File: src/rtl/lc3b_types.sv
// Shared types for the LC-3b memory subsystem.
// Holds the arbiter FSM state encoding and the channel-count limit.
package lc3b_types;

    typedef enum logic {
        ARB_IDLE = 1'b0,
        ARB_BUSY = 1'b1
    } arb_state_t;

    localparam int ARB_MAX_CH = 8;

endpackage

File: src/rtl/arb_rr_pick.sv
// Rotated priority search: the first requesting channel at or after base wins.
// The arbiter ties base to zero to get fixed lowest-index priority.
module arb_rr_pick #(
    parameter int NUM_CH = 2,
    parameter int CH_W   = $clog2(NUM_CH)
) (
    input  logic [NUM_CH-1:0] req,
    input  logic [CH_W-1:0]   base,
    output logic [CH_W-1:0]   winner,
    output logic              valid
);

    logic [CH_W:0]   sum_s;
    logic [CH_W-1:0] cand_s;

    // Walk channels base, base+1, ... modulo NUM_CH and keep the first hit.
    always_comb begin
        winner = {CH_W{1'b0}};
        valid  = 1'b0;
        sum_s  = {(CH_W+1){1'b0}};
        cand_s = {CH_W{1'b0}};
        for (int i = 0; i < NUM_CH; i++) begin
            sum_s = {1'b0, base} + (CH_W+1)'(i);
            if (sum_s >= (CH_W+1)'(NUM_CH)) begin
                sum_s = sum_s - (CH_W+1)'(NUM_CH);
            end else begin
                sum_s = sum_s;
            end
            cand_s = sum_s[CH_W-1:0];
            if (!valid && req[cand_s]) begin
                valid  = 1'b1;
                winner = cand_s;
            end else begin
                valid  = valid;
            end
        end
    end

endmodule

File: src/rtl/mem_port_arbiter.sv
// Merges NUM_CH request ports onto one registered physical-memory port.
// Define ARB_RR_EN for round-robin fairness; otherwise lowest index wins.
module mem_port_arbiter
    import lc3b_types::*;
#(
    parameter int NUM_CH = 2,
    parameter int ADDR_W = 16,
    parameter int DATA_W = 16,
    parameter int CH_W   = $clog2(NUM_CH)
) (
    input  logic                     clk,
    input  logic                     rst_n,
    input  logic [NUM_CH-1:0]        ch_read,
    input  logic [NUM_CH-1:0]        ch_write,
    input  logic [NUM_CH*ADDR_W-1:0] ch_addr,
    input  logic [NUM_CH*DATA_W-1:0] ch_wdata,
    output logic [NUM_CH-1:0]        ch_resp,
    output logic [DATA_W-1:0]        ch_rdata,
    output logic                     mem_read,
    output logic                     mem_write,
    output logic [ADDR_W-1:0]        mem_address,
    output logic [DATA_W-1:0]        mem_wdata,
    input  logic                     mem_resp,
    input  logic [DATA_W-1:0]        mem_rdata,
    output logic [CH_W-1:0]          grant_id,
    output logic                     busy
);

    arb_state_t        state_q, state_d;
    logic [CH_W-1:0]   grant_q, grant_d;
    logic [ADDR_W-1:0] addr_q, addr_d;
    logic [DATA_W-1:0] wdata_q, wdata_d;
    logic              rd_q, rd_d;
    logic              wr_q, wr_d;
    logic [CH_W-1:0]   base_s;
    logic [CH_W-1:0]   win_s;
    logic              any_s;
    logic [NUM_CH-1:0] req_s;
    logic [ADDR_W-1:0] addr_a [NUM_CH];
    logic [DATA_W-1:0] wdata_a [NUM_CH];

    for (genvar g = 0; g < NUM_CH; g++) begin : g_unpack
        assign addr_a[g]  = ch_addr[g*ADDR_W +: ADDR_W];
        assign wdata_a[g] = ch_wdata[g*DATA_W +: DATA_W];
    end

    assign req_s = ch_read | ch_write;

`ifdef ARB_RR_EN
    logic [CH_W-1:0] ptr_q, ptr_d;
    assign base_s = ptr_q;

    // Round-robin pointer: search restarts just past the last winner.
    always_ff @(posedge clk or negedge rst_n) begin
        if (!rst_n) begin
            ptr_q <= {CH_W{1'b0}};
        end else begin
            ptr_q <= ptr_d;
        end
    end

    // Next pointer on a fresh grant, wrapping at NUM_CH.
    always_comb begin
        ptr_d = ptr_q;
        if (state_q == ARB_IDLE && any_s) begin
            if (win_s == CH_W'(NUM_CH-1)) begin
                ptr_d = {CH_W{1'b0}};
            end else begin
                ptr_d = win_s + CH_W'(1);
            end
        end else begin
            ptr_d = ptr_q;
        end
    end
`else
    assign base_s = {CH_W{1'b0}};
`endif

    arb_rr_pick #(
        .NUM_CH (NUM_CH),
        .CH_W   (CH_W)
    ) u_pick (
        .req    (req_s),
        .base   (base_s),
        .winner (win_s),
        .valid  (any_s)
    );

    // FSM and operand latch: capture the winner in IDLE, hold until mem_resp.
    always_comb begin
        state_d = state_q;
        grant_d = grant_q;
        addr_d  = addr_q;
        wdata_d = wdata_q;
        rd_d    = rd_q;
        wr_d    = wr_q;
        case (state_q)
            ARB_IDLE: begin
                if (any_s) begin
                    state_d = ARB_BUSY;
                    grant_d = win_s;
                    addr_d  = addr_a[win_s];
                    wdata_d = wdata_a[win_s];
                    wr_d    = ch_write[win_s];
                    rd_d    = ~ch_write[win_s];
                end else begin
                    state_d = ARB_IDLE;
                end
            end
            ARB_BUSY: begin
                if (mem_resp) begin
                    state_d = ARB_IDLE;
                    rd_d    = 1'b0;
                    wr_d    = 1'b0;
                end else begin
                    state_d = ARB_BUSY;
                end
            end
            default: begin
                state_d = ARB_IDLE;
                rd_d    = 1'b0;
                wr_d    = 1'b0;
            end
        endcase
    end

    // State and latched-access registers.
    always_ff @(posedge clk or negedge rst_n) begin
        if (!rst_n) begin
            state_q <= ARB_IDLE;
            grant_q <= {CH_W{1'b0}};
            addr_q  <= {ADDR_W{1'b0}};
            wdata_q <= {DATA_W{1'b0}};
            rd_q    <= 1'b0;
            wr_q    <= 1'b0;
        end else begin
            state_q <= state_d;
            grant_q <= grant_d;
            addr_q  <= addr_d;
            wdata_q <= wdata_d;
            rd_q    <= rd_d;
            wr_q    <= wr_d;
        end
    end

    // Completion pulse routed to the owner; stray responses in IDLE are dropped.
    always_comb begin
        ch_resp = {NUM_CH{1'b0}};
        if (state_q == ARB_BUSY && mem_resp) begin
            ch_resp[grant_q] = 1'b1;
        end else begin
            ch_resp = {NUM_CH{1'b0}};
        end
    end

    assign ch_rdata    = mem_rdata;
    assign mem_read    = rd_q;
    assign mem_write   = wr_q;
    assign mem_address = addr_q;
    assign mem_wdata   = wdata_q;
    assign grant_id    = grant_q;
    assign busy        = (state_q == ARB_BUSY);

endmodule
File: config.mk
export PLATFORM = sky130hd
export DESIGN_NAME = mem_port_arbiter
export DESIGN_NICKNAME = d
export VERILOG_FILES = /design/src/rtl/lc3b_types.sv /design/src/rtl/arb_rr_pick.sv /design/src/rtl/mem_port_arbiter.sv
export SDC_FILE = /design/constraint.sdc
export NUM_CORES = 1
export LEC_CHECK = 0
export ABC_AREA = 1
export ABC_CLOCK_PERIOD_IN_PS = 2570
export CORE_ASPECT_RATIO = 1.2
export CORE_MARGIN = 8
export CORE_UTILIZATION = 38
export DETAILED_ROUTE_END_ITERATION = 10
export HOLD_SLACK_MARGIN = 0.1
export PLACE_DENSITY = 0.92
export SLEW_MARGIN = 30
export SYNTH_ARGS = -nofsm -noshare
export SYNTH_HDL_FRONTEND = slang
export SYNTH_SLANG_ARGS = --single-unit
File: constraint.sdc
create_clock -name clk -period 2.57 [get_ports clk]
set_input_delay 0.257 -clock clk [delete_from_list [all_inputs] [get_ports clk]]
set_output_delay 0.257 -clock clk [all_outputs]
set_load 0.02 [all_outputs]
# --- Yosys cells after proc, flatten, opt, wreduce, memory -nomap -nowiden ---
# Index checks and enable logic that the tools add are counted.
classes:
  n_eq_ne: 2
  bitwise: 4
  reduce_logical: 6
  n_mux: 22
  magnitude_cmp: 4
op_table:
  columns: ["cell", "n"]
  rows:
  - ["16-bit two-way mux", 6]
  - ["1-bit two-way mux", 11]
  - ["1-bit case mux with 2 select lines", 3]
  - ["1-bit by 2-bit less-than comparator with 1-bit output, second input constant", 2]
  - ["2-bit != test, second input constant", 2]
  - ["2-bit AND reduction", 2]
  - ["1-bit logical AND", 3]
  - ["2-bit greater-or-equal comparator, second input constant", 1]
  - ["2-bit two-way mux", 1]
  - ["1-bit inverter", 2]
  - ["1-bit inverter with 2-bit output", 1]
  - ["2-bit bitwise OR", 1]
  - ["1-bit demux with 1-bit select", 1]
  - ["1-bit greater-or-equal comparator, second input constant", 1]
  - ["1-bit logical NOT", 1]
word_totals:
  register_bits: 36

# --- Depth between registers and ports, before layout ---
# Gate-level depths: netlist (run 1).
depth:
  ltp_word: 10
  depth_mapped: 8
  ltp_nobuf: 7

# --- By module ---
# Synthesis (run 1) repeated with hierarchy kept, for this count alone.
unflattened:
  hier_cells: 287
  area_unflattened_um2: 2059.5
modules_own_cells:
  columns: ["module", "seq_area_each_um2", "instances", "cells_each", "area_per_inst_um2"]
  rows:
  - ["mem_port_arbiter", 900.9, 1, 283, 2040.7]
  - ["arb_rr_pick", 0.0, 1, 4, 18.8]

# --- Worst setup path after synthesis (run 1) ---
# Ideal clock, no wire load.
synth_path:
  path_type: "reg2out"
  from: "register state_q, in the netlist busy"
  to: "output port ch_resp[0]"
  slack_ns: 1.418
  path_stages_with_launch: 3
  t_arrival_ns: 0.895
  cell_sequence: "dfrtp_1 -> nand2_1 -> nor2_1"
synth_between:
  elab_chain_len: 2
synth_rtl:
  columns: ["element", "line_no", "text"]
  rows:
  - ["start, declared", "mem_port_arbiter.sv:29", "arb_state_t state_q, state_d;"]
  - ["start signal, assigned", "mem_port_arbiter.sv:137", "state_q <= state_d;"]
  - ["1-bit logical AND", "mem_port_arbiter.sv:149", "if (state_q == ARB_BUSY && mem_resp) begin"]
  - ["2-bit two-way mux", "mem_port_arbiter.sv:149", null]
  - ["end, declared", "mem_port_arbiter.sv:17", "output logic [NUM_CH-1:0] ch_resp,"]
# No other way between the ends.

# --- Final worst setup path (run 1) ---
layout_path:
  from: "input port mem_resp"
  to: "output port ch_resp[0]"
layout_between:
  elab_chain_len: 2
layout_rtl:
  columns: ["element", "line_no", "text"]
  rows:
  - ["start, declared", "mem_port_arbiter.sv:23", "input logic mem_resp,"]
  - ["1-bit logical AND", "mem_port_arbiter.sv:149", null]
  - ["2-bit two-way mux", "mem_port_arbiter.sv:149", null]
# No other way between the ends.

==> reports/results.tsv, run 1 <==
metric	value	unit
Post-Synthesis Cells	285	
Tightest Hold Check Type	reg -> reg	
All-Layer GR Usage	0.170	
maximum clock rate	557	MHz
PD cells	1020	nW/µm²
largest net degree at the start of global routing	38	
H-Tree Depth	2	
max-slew violations	0	
number of fillers in the final layout	440	
RSZ-0062 raised after global routing	false	
DP Area	2980	µm²
Die Width	81.9	µm
mean post-synth cell area	6.94	µm²
dpl ws	0.630	ns
routed wl met3	668	µm
vias per inst	4.82	
Slew headroom	0.477	
Worst Path Required	2.31	ns
Post-DP HPWL	4.98	mm
CTS buffer count	5	
number of remaining DRC errors	0	
Clock Skews	0.00796	ns
DRT iter0 DRCs	92	
design area	3100	µm²
crit path max fanout	4	
layout overhead on the synthesized area	56.6	%
VDD IR-drop max	0.481	mV
Synthesized Nets	372	
status	finished, final reports clean	
initial antenna violation count	0	
Synth Register Bits	36	
final core utilization	0.623	
met1 WL	2.25	mm
first-pass GRT wire length	10.4	mm
mapped cell area	1980	µm²
clock buffer depth	2	
FF-to-FF setup slack	1.25	ns
final worst slack	0.776	ns
CP Buf/Inv Count	2	
Post-CTS Hold Buffers	1	
# Max-Cap Violations	0	
Slew @ Worst Pin	0.785	ns
row count	28	
Leak	1.57	nW
fin crit period	1.79	ns
crit path DAT	1.54	ns
CP delay by family, top	buffers and inverters	
Post-DRT Antenna Nets	0	
drt pass-1 iters	4	
CP max stage cell	clkdlybuf4s50_1	
drt total wl	6.52	mm
Crit path top cell by count	clkdlybuf4s50_1	
die height	95.0	µm
YS warnings	0	
CTS Sinks	36	
post_cts resized	0	
die area	7780	µm²
Distinct cells, synth	10	
Setup Buffers After CTS	0	
fraction of layout cells with a size suffix above 1	0.0426	
PortBufs	108	
CTS clk-pin slew, worst paths	0.07	ns
endpoints failing setup	0	
CTS tree	done	
Worst path max stage delay	0.61	ns
core box area	4970	µm²
routability cong.	0.804	
vias in the first global route	2246	
post-synthesis sequential area ratio	0.455	
antenna diode count	0	
Nets	462	
GR Overflow Total	0	
Final Hold Viols	0	
crit end category	output pin	
post-DR wirelength/cell	14.9	µm
Worst-Skew Late Latency	0.29	ns
WL met2	3.45	mm
Starting Density	0.398	
Setup TNS	0	ns
clk root buf	clkbuf_8	
period utilization	0.698	
Top Layer Used	met4	
critical path cell sequence	clkdlybuf4s50_1 -> nand2_1 -> nor2_1 -> clkdlybuf4s50_1	
WS Path Type	in -> out	
Vias	2102	
startpoint types	input pin	
I/O pins	141	
[cells by family after synthesis]
| logic type | Yosys count | share of synthesized area |
|---|---|---|
| AOI/OAI and AO/OA | 3 | 0.00759 |
| buffers and inverters | 38 | 0.118 |
| DFF | 36 | 0.455 |
| and+or+nand+nor | 208 | 0.419 |
[synth_stat cells]
library cell | instances | area share
dfrtp_1 | 36 | 0.46
o21ai_0 | 2 | 0.0051
buf_2 | 12 | 0.030
a21oi_1 | 1 | 0.0025
nand3_1 | 33 | 0.083
nor2_1 | 6 | 0.011
nand2_1 | 168 | 0.32
buf_4 | 20 | 0.076
nor2_4 | 1 | 0.0057
inv_1 | 6 | 0.011
[cell usage in the layout, fill, tap and decap left out]
cell,instances
nand2_1,168
nor2_4,1
clkinvlp_4,1
clkdlybuf4s50_1,107
buf_12,1
dlygate4sd3_1,1
nor2_1,6
clkbuf_8,5
buf_4,5
dfrtp_1,36
a21oi_1,1
bufinv_16,1
nand3_1,33
inv_1,6
clkinv_2,1
o21ai_0,2
buf_2,1
[registers in the layout, indices dropped and copies added (netlist names)]
signal	flops
mem_address	16
mem_wdata	16
busy	1
grant_id	1
mem_read	1
mem_write	1
[report_power, final]
| part | leakage [nW] | internal [W] | switching (W) |
|---|---|---|---|
| registers | 0.444 | 0.000837 | 0.000160 |
| clock network | 0.0541 | 0.000287 | 0.000201 |
| logic | 1.07 | 0.000761 | 0.000908 |
| total | 1.57 | 0.00189 | 0.00127 |
[tightest hold or removal path, stage by stage, from the launching register on]
cell and delay (ns):
dfrtp_1 0.34, nand2_1 0.05, nand2_1 0.06
[layout make-up]
class                   count  area, µm²  share of cell area
clock buffers               5       68.8              0.0222
clock inverters             3       42.5              0.0137
inverters                   6       22.5             0.00727
multi-input cells         211        845               0.273
flip-flops and latches     36        901               0.291
well taps                  60       75.1              0.0242
repair buffers            115       1140               0.369
[per-layer routing]
layer,global-route usage,vias to the layer above
li1,-,1033
met1,0.179,950
met2,0.299,98
met3,0.0640,21
met4,0.0630,0
met5,0,-
[worst paths after layout]
path,start,to,depth (start not counted)
min,mem_wdata[8],mem_wdata[8],2
max in group asynchronous,rst_n,mem_address[12],2
max reg2reg,busy,mem_wdata[5],6
min reg2reg,mem_wdata[8],mem_wdata[8],2
max,mem_resp,ch_resp[0],4
min in group asynchronous,rst_n,mem_write,2
[per-stage QoR]
stage / std cells / hold WS, ns / power [W]
CTS: 436 / 0.484 / 0.00320
global placement: 427 / 0.379 / 0.00265
global route: 436 / 0.501 / 0.00339
floorplan: 285 / -0.0386 / 0.00188
detailed placement: 427 / 0.395 / 0.00269
finish: 436 / 0.478 / 0.00315
Power figures use the tool's default switching activity.
==> run 2: changes to the inputs <==
--- a/config.mk
+++ b/config.mk
@@ -6,13 +6,13 @@
 export NUM_CORES = 1
 export LEC_CHECK = 0
 export ABC_AREA = 1
-export ABC_CLOCK_PERIOD_IN_PS = 2570
+export ABC_CLOCK_PERIOD_IN_PS = 1500
 export CORE_ASPECT_RATIO = 1.2
 export CORE_MARGIN = 8
-export CORE_UTILIZATION = 38
+export CORE_UTILIZATION = 32
 export DETAILED_ROUTE_END_ITERATION = 10
 export HOLD_SLACK_MARGIN = 0.1
-export PLACE_DENSITY = 0.92
+export PLACE_DENSITY = 0.83
 export SLEW_MARGIN = 30
 export SYNTH_ARGS = -nofsm -noshare
 export SYNTH_HDL_FRONTEND = slang
==> constraint.sdc (replaced) <==
create_clock -name clk -period 1.5 [get_ports clk]
set_input_delay 0.15 -clock clk [delete_from_list [all_inputs] [get_ports clk]]
set_output_delay 0.15 -clock clk [all_outputs]
set_load 0.02 [all_outputs]
==> run 2 against run 1 <==
Effect of this change:
- first-iteration DRC count decreased by 38%
- setup slack got worse by 0.69 ns
- critical path type is now reg -> out
- die area increased by 15%
- routed wire length decreased by 5.4%
==> reports/results.tsv, run 2 (same netlist as run 1, synthesis figures left out) <==
metric	value	unit
maximum clock rate	708	MHz
clock buffer depth	2	
die height	102	µm
Flop pwr share	0.310	
GR Overflow Total	0	
switch share	0.395	
max-slew violations	0	
drt pass-1 iters	4	
critical path cell sequence	clkdlybuf4s50_1	
RSZ-0062 raised after global routing	false	
routability cong.	0.738	
first-pass GRT wire length	9.96	mm
PD cells	1720	nW/µm²
Die Width	87.8	µm
CTS buffer count	5	
CP delay by family, top	buffers and inverters	
antenna diode count	0	
Gate power share	0.539	
Nets	468	
crit path max fanout	2	
All-Layer GR Usage	0.141	
CTS Sinks	36	
Clock Power Share	0.151	
crit path DAT	1.26	ns
endpoints failing setup	0	
Worst path max stage delay	0.63	ns
Internal Power	0.00330	W
Slew headroom	0.738	
Setup Buffers After CTS	0	
Starting Density	0.329	
design area	3180	µm²
final worst slack	0.0873	ns
layout overhead on the synthesized area	60.8	%
Post-DRT Antenna Nets	0	
fin crit period	1.41	ns
H-Tree Depth	2	
Switch Pwr	0.00216	W
most common cell after layout, fill and taps aside	nand2_1	
clk root buf	clkbuf_8	
drt total wl	6.16	mm
core box area	6010	µm²
vias per inst	4.42	
dpl ws	-0.0947	ns
Vias	2050	
startpoint types	register	
DP Area	3060	µm²
number of remaining DRC errors	0	
VDD IR-drop max	1.18	mV
Post-DP HPWL	4.90	mm
most frequent cells in the layout	nand2_1 (168), clkdlybuf4s50_1 (103), dfrtp_1 (36), nand3_1 (33), buf_4 (10)	
final core utilization	0.529	
WS Path Type	reg -> out	
Clock Skews	0.00329	ns
status	finished, final reports clean	
Worst Path Required	1.35	ns
Leak	1.63	nW
vias in the first global route	2108	
CP max stage cell	clkdlybuf4s50_1	
CTS clk-pin slew, worst paths	0.07	ns
row count	31	
CP Buf/Inv Count	1	
I/O pins	141	
crit end category	output pin	
# Max-Cap Violations	0	
Tot Pwr	0.00546	W
fraction of layout cells with a size suffix above 1	0.0550	
Worst-Skew Late Latency	0.28	ns
largest net degree at the start of global routing	21	
Final Hold Viols	0	
die area	8960	µm²
Slew @ Worst Pin	0.392	ns
initial antenna violation count	0	
period utilization	0.942	
Tightest Hold Check Type	in -> out	
number of fillers in the final layout	579	
post-DR wirelength/cell	13.3	µm
PortBufs	108	
CTS tree	done	
DRT iter0 DRCs	57	
[run 2: changes by cell type in the layout (fill, tap and decap cells not counted), sizes merged]
| cell | previous run | this run |
|---|---|---|
| buf | 7 | 13 |
| clkdlybuf4s50 | 107 | 103 |
| dlygate4sd2 | 0 | 2 |
| dlymetal6s2s | 0 | 2 |
| clkbuf | 5 | 6 |
| clkinvlp | 1 | 0 |
[run 2: cell type report]
| class | count | area, µm² | area share |
|---|---|---|---|
| clock buffer | 6 | 72.6 | 0.0228 |
| timing repair buffer | 121 | 1200 | 0.378 |
| multi-input combinational | 211 | 845 | 0.265 |
| clock inverter | 2 | 35.0 | 0.0110 |
| inverter | 6 | 22.5 | 0.00708 |
| sequential | 36 | 901 | 0.283 |
| tap | 82 | 103 | 0.0322 |
[run 2: what timing repair did]
action / 4_1_cts / 5_1_grt
endpoints found under the setup margin: 2 / 2
gates resized for setup: 2 / 2
endpoints found under the hold margin: 17 / 0
hold buffers: 1 / 0
[run 2: power by group through the flow]
stage	sequential [W]	clock, W	combinational [W]
6_report	0.00169	0.000823	0.00294
3_5_place_dp	0.00170	0	0.00301
3_3_place_gp	0.00168	0	0.00296
4_1_cts	0.00170	0.000846	0.00301
2_1_floorplan	0.00227	0	0.000949
5_1_grt	0.00175	0.000917	0.00319
[run 2: metrics by stage]
step | std cells | setup TNS, ns | hold WS [ns]
4_1_cts | 464 | 0 | 0.300
6_report | 464 | 0 | 0.300
3_3_place_gp | 455 | -0.101 | 0.100
3_5_place_dp | 455 | -0.179 | 0.0991
2_1_floorplan | 285 | 0 | -0.146
5_1_grt | 464 | 0 | 0.300
[run 2: final timing paths]
path / from / end / slack [ns] / cells after the start
max in group asynchronous: rst_n / mem_write / 0.57 / 3
worst min register to register: mem_address[0] / mem_address[0] / 0.48 / 2
worst min-delay path: mem_rdata[14] / ch_rdata[14] / 0.30 / 0
min in group asynchronous: rst_n / mem_wdata[0] / 0.33 / 2
worst max register to register: busy / mem_wdata[11] / 0.39 / 6
worst max-delay path: mem_wdata[0] / mem_wdata[0] / 0.09 / 1
[run 2: per-layer routing]
metal,vias up,wire [µm],GRT usage
met5,-,0,0
met4,0,34,0.0358
met3,7,462,0.0451
met2,63,3270,0.258
met1,933,2400,0.151
li1,1047,-,-
==> run 3: changes to the inputs <==
--- a/config.mk
+++ b/config.mk
@@ -6,13 +6,14 @@
 export NUM_CORES = 1
 export LEC_CHECK = 0
 export ABC_AREA = 1
-export ABC_CLOCK_PERIOD_IN_PS = 1500
+export ABC_CLOCK_PERIOD_IN_PS = 1300
 export CORE_ASPECT_RATIO = 1.2
 export CORE_MARGIN = 8
-export CORE_UTILIZATION = 32
+export CORE_UTILIZATION = 35
+export CTS_CLUSTER_SIZE = 24
 export DETAILED_ROUTE_END_ITERATION = 10
 export HOLD_SLACK_MARGIN = 0.1
-export PLACE_DENSITY = 0.83
+export PLACE_DENSITY = 0.86
 export SLEW_MARGIN = 30
 export SYNTH_ARGS = -nofsm -noshare
 export SYNTH_HDL_FRONTEND = slang
==> constraint.sdc (replaced) <==
create_clock -name clk -period 1.3 [get_ports clk]
set_input_delay 0.13 -clock clk [delete_from_list [all_inputs] [get_ports clk]]
set_output_delay 0.13 -clock clk [all_outputs]
set_load 0.1 [all_outputs]
==> run 3 against run 2 <==
Effect of this change:
- power rose by 100%
- clock power fell by 2.7%
- setup slack got worse by 0.035 ns
- hold slack got worse by 0.040 ns
- register-to-register slack got worse by 0.29 ns
- first-iteration DRC count rose by 58%
- critical path type unchanged
- largest cell class unchanged
==> reports/results.tsv, run 3 (same netlist as run 1, synthesis figures left out) <==
metric	value	unit
Slew @ Worst Pin	0.474	ns
Die Width	84.6	µm
WS Path Type	reg -> out	
CTS clk-pin slew, worst paths	0.07	ns
most common cell after layout, fill and taps aside	nand2_1	
Clock Power Share	0.072	
status	finished, final reports clean	
Internal Power	0.00486	W
die area	8320	µm²
Post-DP HPWL	5.10	mm
CTS tree	done	
final worst slack	0.0523	ns
max-slew violations	0	
fraction of layout cells with a size suffix above 1	0.163	
initial antenna violation count	0	
H-Tree Depth	2	
Worst Hold Path Cells	0	
Starting Density	0.356	
PD cells	3130	nW/µm²
antenna diode count	0	
R2R depth	6	
All-Layer GR Usage	0.162	
clock buffer depth	2	
drt total wl	6.43	mm
final core utilization	0.638	
Switch Pwr	0.00624	W
die height	98.4	µm
Gate power share	0.721	
vias in the first global route	2269	
crit path DAT	1.12	ns
post_cts resized	0	
row count	30	
Slew headroom	0.684	
WL met2	3.39	mm
Nets	467	
dpl ws	-0.162	ns
fin crit period	1.25	ns
first-pass GRT wire length	11.0	mm
Tot Pwr	0.0111	W
Clock Skews	0.00396	ns
Flop pwr share	0.207	
crit path max fanout	4	
# Max-Cap Violations	0	
Vias	2079	
FF-to-FF setup slack	0.10	ns
GR Overflow Total	0	
design area	3540	µm²
post-DR wirelength/cell	14.4	µm
core box area	5560	µm²
period utilization	0.960	
I/O pins	141	
met1 WL	2.49	mm
layout overhead on the synthesized area	79.1	%
maximum clock rate	801	MHz
crit end category	output pin	
Worst Path Required	1.17	ns
Leak	1.79	nW
Top Layer Used	met4	
Post-DRT Antenna Nets	0	
reg-to-reg startpoint	busy	
Tightest Hold Check Type	in -> out	
switch share	0.562	
number of remaining DRC errors	0	
CTS buffer count	5	
clk root buf	clkbuf_8	
startpoint types	register	
DRT iter0 DRCs	90	
min-delay src	mem_rdata[0]	
DP Area	3430	µm²
largest net degree at the start of global routing	33	
Worst-Skew Late Latency	0.28	ns
routed wl met3	444	µm
drt pass-1 iters	4	
endpoints failing setup	0	
CTS Sinks	36	
r2r endpoint	mem_wdata[13]	
VDD IR-drop max	1.78	mV
RSZ-0062 raised after global routing	false	
vias per inst	4.67	
Hold EP	ch_rdata[0]	
Setup TNS	0	ns
number of fillers in the final layout	468	
routability cong.	0.731	
PortBufs	108	
Final Hold Viols	0	
most frequent cells in the layout	nand2_1 (167), clkdlybuf4s50_1 (69), buf_12 (40), dfrtp_1 (34), nand3_1 (33)	
==> run 3: changes by cell type in the layout (fill, tap and decap cells not counted), moves of 2 or more <==
| cell | before | now |
|---|---|---|
| buf_12 | 2 | 40 |
| clkdlybuf4s50_1 | 103 | 69 |
| dfrtp_1 | 36 | 34 |
| dfrtp_4 | 0 | 2 |
| dlygate4sd2_1 | 2 | 0 |
| dlymetal6s2s_1 | 2 | 0 |
| nor2_1 | 6 | 4 |
| nor2_4 | 1 | 3 |
==> run 3: layout make-up <==
cell class              count  area (µm²)  area share
clock buffers               8        90.1      0.0254
inverters                   6        22.5     0.00636
repair buffers            120        1570       0.444
well taps                  64        80.1      0.0226
multi-input cells         211         867       0.245
flip-flops and latches     36         908       0.256
==> run 3: critical path, stage by stage (launching register included) <==
cell and delay, ns:
dfrtp_4 0.45, nand2_4 0.08, nor2_4 0.13, buf_12 0.18
==> run 3: power by group through the flow <==
stage / clock [W] / combinational (W) / sequential [W]
CTS: 0.000838 / 0.00803 / 0.00231
finish: 0.000801 / 0.00800 / 0.00229
floorplan: 0 / 0.00139 / 0.00589
global placement: 0 / 0.00794 / 0.00230
global route: 0.000867 / 0.00834 / 0.00237
detailed placement: 0 / 0.00803 / 0.00232
==> run 3: worst max path at each step <==
stage | start | endpoint | slack (ns) | depth (start not counted)
after floorplan | busy | ch_resp[0] | -0.07 | 2
after global placement | ch_write[1] | mem_address[14] | -0.08 | 9
after detailed placement | ch_write[0] | mem_wdata[13] | -0.16 | 8
after CTS | busy | ch_resp[1] | 0.02 | 3
after global routing | busy | ch_resp[0] | 0.004 | 3
final | busy | ch_resp[1] | 0.05 | 3
==> run 3: repair_timing <==
action                                  CTS  global route
setup buffers                             0             1
hold buffers                              1             0
endpoints found under the hold margin    18             0
endpoints found under the setup margin    0             7
==> run 3: through the flow <==
step                      hold slack, ns  instances
after detailed placement           0.114        435
after floorplan                   -0.166        285
final                              0.260        445
after global placement             0.100        435
after global routing               0.260        445
after CTS                          0.261        444
==> run 3: routing by layer <==
layer,track usage,vias to the layer above
met1,0.170,941
li1,-,1046
met4,0.0563,0
met5,0,-
met3,0.0454,14
met2,0.299,78
